===== config.mk =====
export PLATFORM = sky130hd
export DESIGN_NAME = reg_xfer_ctrl
export DESIGN_NICKNAME = d
export VERILOG_FILES = /design/src/rtl/cpu_pkg.sv /design/src/rtl/reg_xfer_ctrl.sv
export SDC_FILE = /design/constraint.sdc
export NUM_CORES = 1
export LEC_CHECK = 0
export ABC_CLOCK_PERIOD_IN_PS = 2400
export CORE_UTILIZATION = 40
export DETAILED_ROUTE_END_ITERATION = 12
export GPL_TIMING_DRIVEN = 0
export PLACE_DENSITY = 0.71
export SETUP_SLACK_MARGIN = 0.4
export SLEW_MARGIN = 10
export SYNTH_ARGS = -nofsm -noshare
export SYNTH_HDL_FRONTEND = slang
export SYNTH_SLANG_ARGS = --single-unit

===== constraint.sdc =====
create_clock -name clk -period 2.4 [get_ports clk]
set_input_delay 0.36 -clock clk [delete_from_list [all_inputs] [get_ports clk]]
set_output_delay 0.36 -clock clk [all_outputs]
set_load 0.03 [all_outputs]

===== src/rtl/cpu_pkg.sv =====
// Shared definitions for the register-transfer controller: widths, op codes
// and FSM state encodings.
package cpu_pkg;

    localparam int DATA_W = 16;
    localparam int IDX_W  = 3;

    typedef enum logic [1:0] {
        OP_MOVE  = 2'b00,
        OP_LOADI = 2'b01,
        OP_SWAP  = 2'b10,
        OP_READ  = 2'b11
    } op_t;

    typedef enum logic [2:0] {
        S_IDLE = 3'd0,
        S_RD_A = 3'd1,
        S_RD_B = 3'd2,
        S_WR_A = 3'd3,
        S_WR_B = 3'd4,
        S_DONE = 3'd5
    } state_t;

endpackage


===== src/rtl/reg_xfer_ctrl.sv =====
// Register-bank transfer controller: MOVE / LOADI / SWAP / READ over a shared bus.
// Define REG_XFER_SWAP_EN to build the two-temporary SWAP path; otherwise SWAP is a no-op.
module reg_xfer_ctrl
    import cpu_pkg::*;
(
    input  logic              clk,
    input  logic              rst_n,
    input  logic              cmd_valid,
    output logic              cmd_ready,
    input  logic [1:0]        cmd_op,
    input  logic [IDX_W-1:0]  cmd_src,
    input  logic [IDX_W-1:0]  cmd_dst,
    input  logic [DATA_W-1:0] cmd_imm,
    output logic [IDX_W-1:0]  reg_no,
    output logic              ld_reg,
    output logic              t_reg,
    input  logic [DATA_W-1:0] bus_in,
    output logic [DATA_W-1:0] bus_out,
    output logic [DATA_W-1:0] rd_data,
    output logic              done
);

    state_t              state_q, state_d;
    op_t                 op_q, op_d;
    logic [IDX_W-1:0]    src_q, src_d;
    logic [IDX_W-1:0]    dst_q, dst_d;
    logic [DATA_W-1:0]   imm_q, imm_d;
    logic [DATA_W-1:0]   tmp_a_q, tmp_a_d;
    logic [DATA_W-1:0]   rd_data_q, rd_data_d;
`ifdef REG_XFER_SWAP_EN
    logic [DATA_W-1:0]   tmp_b_q, tmp_b_d;
`endif

    always_ff @(posedge clk or negedge rst_n) begin
        if (!rst_n) begin
            state_q   <= S_IDLE;
            op_q      <= OP_MOVE;
            src_q     <= '0;
            dst_q     <= '0;
            imm_q     <= '0;
            tmp_a_q   <= '0;
            rd_data_q <= '0;
`ifdef REG_XFER_SWAP_EN
            tmp_b_q   <= '0;
`endif
        end else begin
            state_q   <= state_d;
            op_q      <= op_d;
            src_q     <= src_d;
            dst_q     <= dst_d;
            imm_q     <= imm_d;
            tmp_a_q   <= tmp_a_d;
            rd_data_q <= rd_data_d;
`ifdef REG_XFER_SWAP_EN
            tmp_b_q   <= tmp_b_d;
`endif
        end
    end

    // Strobes are decoded from state only, so an async reset clears them at once.
    always_comb begin
        state_d   = state_q;
        op_d      = op_q;
        src_d     = src_q;
        dst_d     = dst_q;
        imm_d     = imm_q;
        tmp_a_d   = tmp_a_q;
        rd_data_d = rd_data_q;
`ifdef REG_XFER_SWAP_EN
        tmp_b_d   = tmp_b_q;
`endif
        cmd_ready = 1'b0;
        reg_no    = '0;
        ld_reg    = 1'b0;
        t_reg     = 1'b0;
        bus_out   = '0;
        done      = 1'b0;

        case (state_q)
            S_IDLE: begin
                cmd_ready = 1'b1;
                if (cmd_valid) begin
                    op_d  = op_t'(cmd_op);
                    src_d = cmd_src;
                    dst_d = cmd_dst;
                    imm_d = cmd_imm;
                    case (op_t'(cmd_op))
                        OP_LOADI: state_d = S_WR_A;
`ifdef REG_XFER_SWAP_EN
                        OP_SWAP:  state_d = S_RD_A;
`else
                        OP_SWAP:  state_d = S_DONE;
`endif
                        default:  state_d = S_RD_A;
                    endcase
                end
            end
            S_RD_A: begin
                reg_no  = src_q;
                t_reg   = 1'b1;
                tmp_a_d = bus_in;
                if (op_q == OP_READ) rd_data_d = bus_in;
                case (op_q)
                    OP_MOVE: state_d = S_WR_A;
`ifdef REG_XFER_SWAP_EN
                    OP_SWAP: state_d = S_RD_B;
`endif
                    default: state_d = S_DONE;
                endcase
            end
`ifdef REG_XFER_SWAP_EN
            S_RD_B: begin
                reg_no  = dst_q;
                t_reg   = 1'b1;
                tmp_b_d = bus_in;
                state_d = S_WR_A;
            end
`endif
            S_WR_A: begin
                reg_no  = dst_q;
                ld_reg  = 1'b1;
                bus_out = (op_q == OP_LOADI) ? imm_q : tmp_a_q;
`ifdef REG_XFER_SWAP_EN
                state_d = (op_q == OP_SWAP) ? S_WR_B : S_DONE;
`else
                state_d = S_DONE;
`endif
            end
`ifdef REG_XFER_SWAP_EN
            S_WR_B: begin
                reg_no  = src_q;
                ld_reg  = 1'b1;
                bus_out = tmp_b_q;
                state_d = S_DONE;
            end
`endif
            S_DONE: begin
                done    = 1'b1;
                state_d = S_IDLE;
            end
            default: state_d = S_IDLE;
        endcase
    end

    assign rd_data = rd_data_q;

endmodule

Word level (Yosys, flattened, before mapping) --
Cells that the tools add are included.
Cells by class: eq/ne operators 8, mux-type cells 11, reduce and logical (&&, ||, !) cells 4
Operators by type and width (number):
- 16-bit 2-to-1 mux | 2
- 3-bit one-hot mux with 2 select lines | 2
- 3-bit one-hot mux with 3 select lines | 1
- 3-bit 2-to-1 mux | 2
- 2-bit by 1-bit equality test with 1-bit output (second input constant) | 2
- 2-bit equality test (second input constant) | 2
- 1-bit 2-to-1 mux | 4
- 2-bit AND reduction | 2
- 3-bit by 1-bit equality test with 1-bit output (second input constant) | 1
- 3-bit by 2-bit equality test with 1-bit output (second input constant) | 1
- 3-bit equality test (second input constant) | 1
- 3-bit zero test | 1
- 2-bit zero test | 1
- 2-bit inequality test (second input constant) | 1
Storage, ports and cells: register bits after elaboration 59, logic and storage cells 30

Logic depth before layout (Yosys ltp) --
word-level depth 4, depth in mapped cells 5

Worst setup path before layout --
OpenSTA, ideal clock, no wires.
kind register -> output, start register state_q[1], end output bus_out[10], arrival time 1.587 ns, path slack 0.453 ns, stages on the path, launching flop included 6, cell sequence dfrtp_1 > nand2_1 > or2_2 > clkbuf_1 > clkbuf_1 > a21oi_1
Between the ends: word-level cells in the longest chain between the ends 2
Ends and longest elaborated chain:
- start: declaration | line reg_xfer_ctrl.sv:23 | state_t state_q, state_d;
- start signal: assignment | line reg_xfer_ctrl.sv:47 | state_q <= state_d;
- 3-bit by 2-bit equality test with 1-bit output | line reg_xfer_ctrl.sv:79 | case (state_q)
- 16-bit 2-to-1 mux | line reg_xfer_ctrl.sv:79
- end: declaration | line reg_xfer_ctrl.sv:18 | output logic [DATA_W-1:0] bus_out,
No other way between the ends.

Worst setup path in the final report --
start register state_q[2], end output bus_out[13]
Same word-level chain as after synthesis.

==> results.md <==
* Vias/cell at 4.97
* Root Driver: clkbuf_8
* WL/cell at 15.7 um
* Sequential power share at 32.5%
* Int Power at 3.53 mW
* Critical Path AT at 1.65 ns
* Area grow syn2layout at 54.9%
* # diodes at 0
* Final nets at 345
* Kind of critical path: flop to primary output
* Setup crit end kind: primary output
* Hold Path Class: primary input to asynchronous set/reset pin
* Psw at 2.00 mW
* Longest Clk Path Bufs at 2
* Storage element area at 0.00148 mm^2
* Status: completed
* Worst-path clk slew at 0.07 ns
* Floorplan die height at 81.5 um
* CP Data Required Time at 2.04 ns
* Core Rows at 28
* Critical path startpoint category: flop
* Slew headroom at 50.9%
* Max cap viols at 0
* Actual slew at the worst max-slew pin at 0.736 ns
* Initial drt markers at 62
* Share of power burned in the clock network at 19.3%
* Final RePlAce weighted congestion at 0.770
* Synth Instances at 200
* Core Area at 0.00603 mm^2
* Synth unique cells at 23
* Flops & latches, synth at 59
* CTS tree: yes
* Chip width at 81.5 um
* Seq/Total Area, Yosys at 58.4%
* Multi-input gate area at 0.00108 mm^2
* Syn. warnings at 0
* DP HPWL at 3.87 mm
* H-tree Lvls at 3
* Number of CTS-inserted buffers at 9
* Comb pwr share at 48.2%
* I/O Buffers at 81
* Final Skew at 0.00525 ns
* Mean Syn Cell Area at 12.6 um^2
* Hold WS at 0.0973 ns
* Antenna Nets Post-Route at 0
* Crit path max fanout at 6
* RSZ-0062 raised after global routing: yes
* Final Cycle Share at 83.6%
* Initial antenna violation count at 0
* Fraction of layout cells with a size suffix above 1 at 39.5%
* Commonest non-fill, non-tap cells in the layout: clkdlybuf4s50_1 (57), dfrtp_1 (56), mux2_2 (45)
* DR vias at 1894
* Post-synth ARST share at 100%
* Post-synth EDFFs at 0
* Ports at 82
* Sink Count at 59
* Initial Util at 42.0%
* Clock latency at the later pin of the worst-skew pair at 0.33 ns
* Switch share at 36.2%
* Final setup vio count at 0
* Final Hold Viols at 0
* Filler cell count at 469
* Pin count of the biggest net entering global routing at 60
* Max Freq at 498 MHz
* Top_reg_cell synth: dfrtp_1
* Final Power at 5.53 mW
* DRC at 0
* First-pass GRT wire length at 9.62 mm
* GR Util All Layers at 20.1%
* Final WL at 5.99 mm
* Grt total ovfl at 0
* Pre-antenna DRT Iters at 3
* Commonest non-fill, non-tap cell in the layout: clkdlybuf4s50_1
* Final slew viol count at 0
* Syn Nets at 243
* Die Area at 0.00665 mm^2
* Maximum vdd drop at 846 uV
* Mapped Area at 0.00253 mm^2
* Lkg Pwr at 1.69 nW
* Min cycle time layout at 2.01 ns
* Vias in the first global route at 1926
* Pwr dens at 1410 mW/mm^2
-- critical path, stage by stage, from the launching register on --
cell	delay, ns
dfrtp_2	0.46
or2_4	0.29
buf_8	0.14
clkbuf_16	0.16
a21oi_4	0.13
buf_6	0.15
-- power groups by stage --
stage / Clock, mW / Combinational [mW] / Sequential [mW]
global route: 1.13 / 2.85 / 1.86
detailed placement: 0 / 2.33 / 1.81
global placement: 0 / 2.30 / 1.79
CTS: 1.09 / 2.60 / 1.79
floorplan: 0 / 1.29 / 2.03
finish: 1.07 / 2.66 / 1.80
-- cell usage after synthesis, types with 2 or more instances --
| cell type | number | area, um^2 |
|---|---|---|
| dfrtp_1 | 59 | 1480 |
| mux2_2 | 45 | 507 |
| nand2_1 | 34 | 128 |
| a21oi_1 | 18 | 90.1 |
| mux2_1 | 11 | 124 |
| clkbuf_1 | 6 | 22.5 |
| a22o_1 | 3 | 26.3 |
| buf_2 | 3 | 15.0 |
| buf_4 | 3 | 22.5 |
| inv_1 | 3 | 11.3 |
| and3_1 | 2 | 12.5 |
| nor2_1 | 2 | 7.51 |
-- sequential cells by signal, indices dropped and copies added (netlist names) --
register and flops:
src_q 3, dst_q 3, tmp_a_q 16, op_q 2, rd_data 16, imm_q 16, state_q 3
-- cells by family (layout without fill, tap and decap cells) --
kind of cell    count (synthesis)  after routing  share of synthesized area [%]
compound gates                 23             23                           5.24
mux                            56             56                           24.9
simple gates                   46             46                           8.21
buf+inv                        16            122                           3.26
flops                          59             59                           58.4
-- final timing paths --
check | from | end | slack, ns | cells past startpoint
max | state_q[2] | bus_out[13] | 0.39 | 5
min | rst_n | rd_data[10] | 0.1 | 1
max reg2reg | state_q[1] | imm_q[3] | 0.53 | 6
min reg2reg | rd_data[7] | rd_data[7] | 0.48 | 1
max in group asynchronous | rst_n | state_q[2] | 1.78 | 1
min in group clk | rd_data[7] | rd_data[7] | 0.48 | 1
-- metrics by stage --
step                      util, %  instance area (um^2)  cells  TNS, ns  worst slack [ns]
final                        65.1                  3920    381        0             0.392
after global routing         65.1                  3920    381        0             0.344
after CTS                    64.3                  3870    379        0             0.345
after detailed placement     57.0                  3430    356    -2.17            -0.266
after global placement       57.0                  3430    356   -59.51            -0.973
after floorplan                 -                  2530    200        0             0.453
-- final cells by class --
cell class / instances / area share, %
Buffer: 13 / 3.54
Clock buffer: 10 / 3.26
Clock inverter: 5 / 2.62
Inverter: 3 / 0.287
Multi-Input combinational cell: 125 / 27.7
Sequential cell: 59 / 37.8
Tap cell: 75 / 2.39
Timing Repair Buffer: 91 / 22.5
-- what timing repair did --
action	4_1_cts	5_1_grt
pin swaps	2	2
endpoints found under the hold margin	0	0
gates resized for setup	167	13
setup buffers	6	2
gates cloned	2	0
setup endpoints to repair	23	17
hold buffers	0	0
-- layer usage --
layer  part of all wire (%)  routed length (um)  up-vias  global-route usage (%)
li1                       -                   -      895                       -
met1                     45                2680      937                    26.1
met2                     47                2840       50                    30.4
met3                    5.0                 299       12                    4.56
met4                    2.8                 167        0                    12.1
met5                      0                   0        -                       0
(Power assumes the default switching activity.)
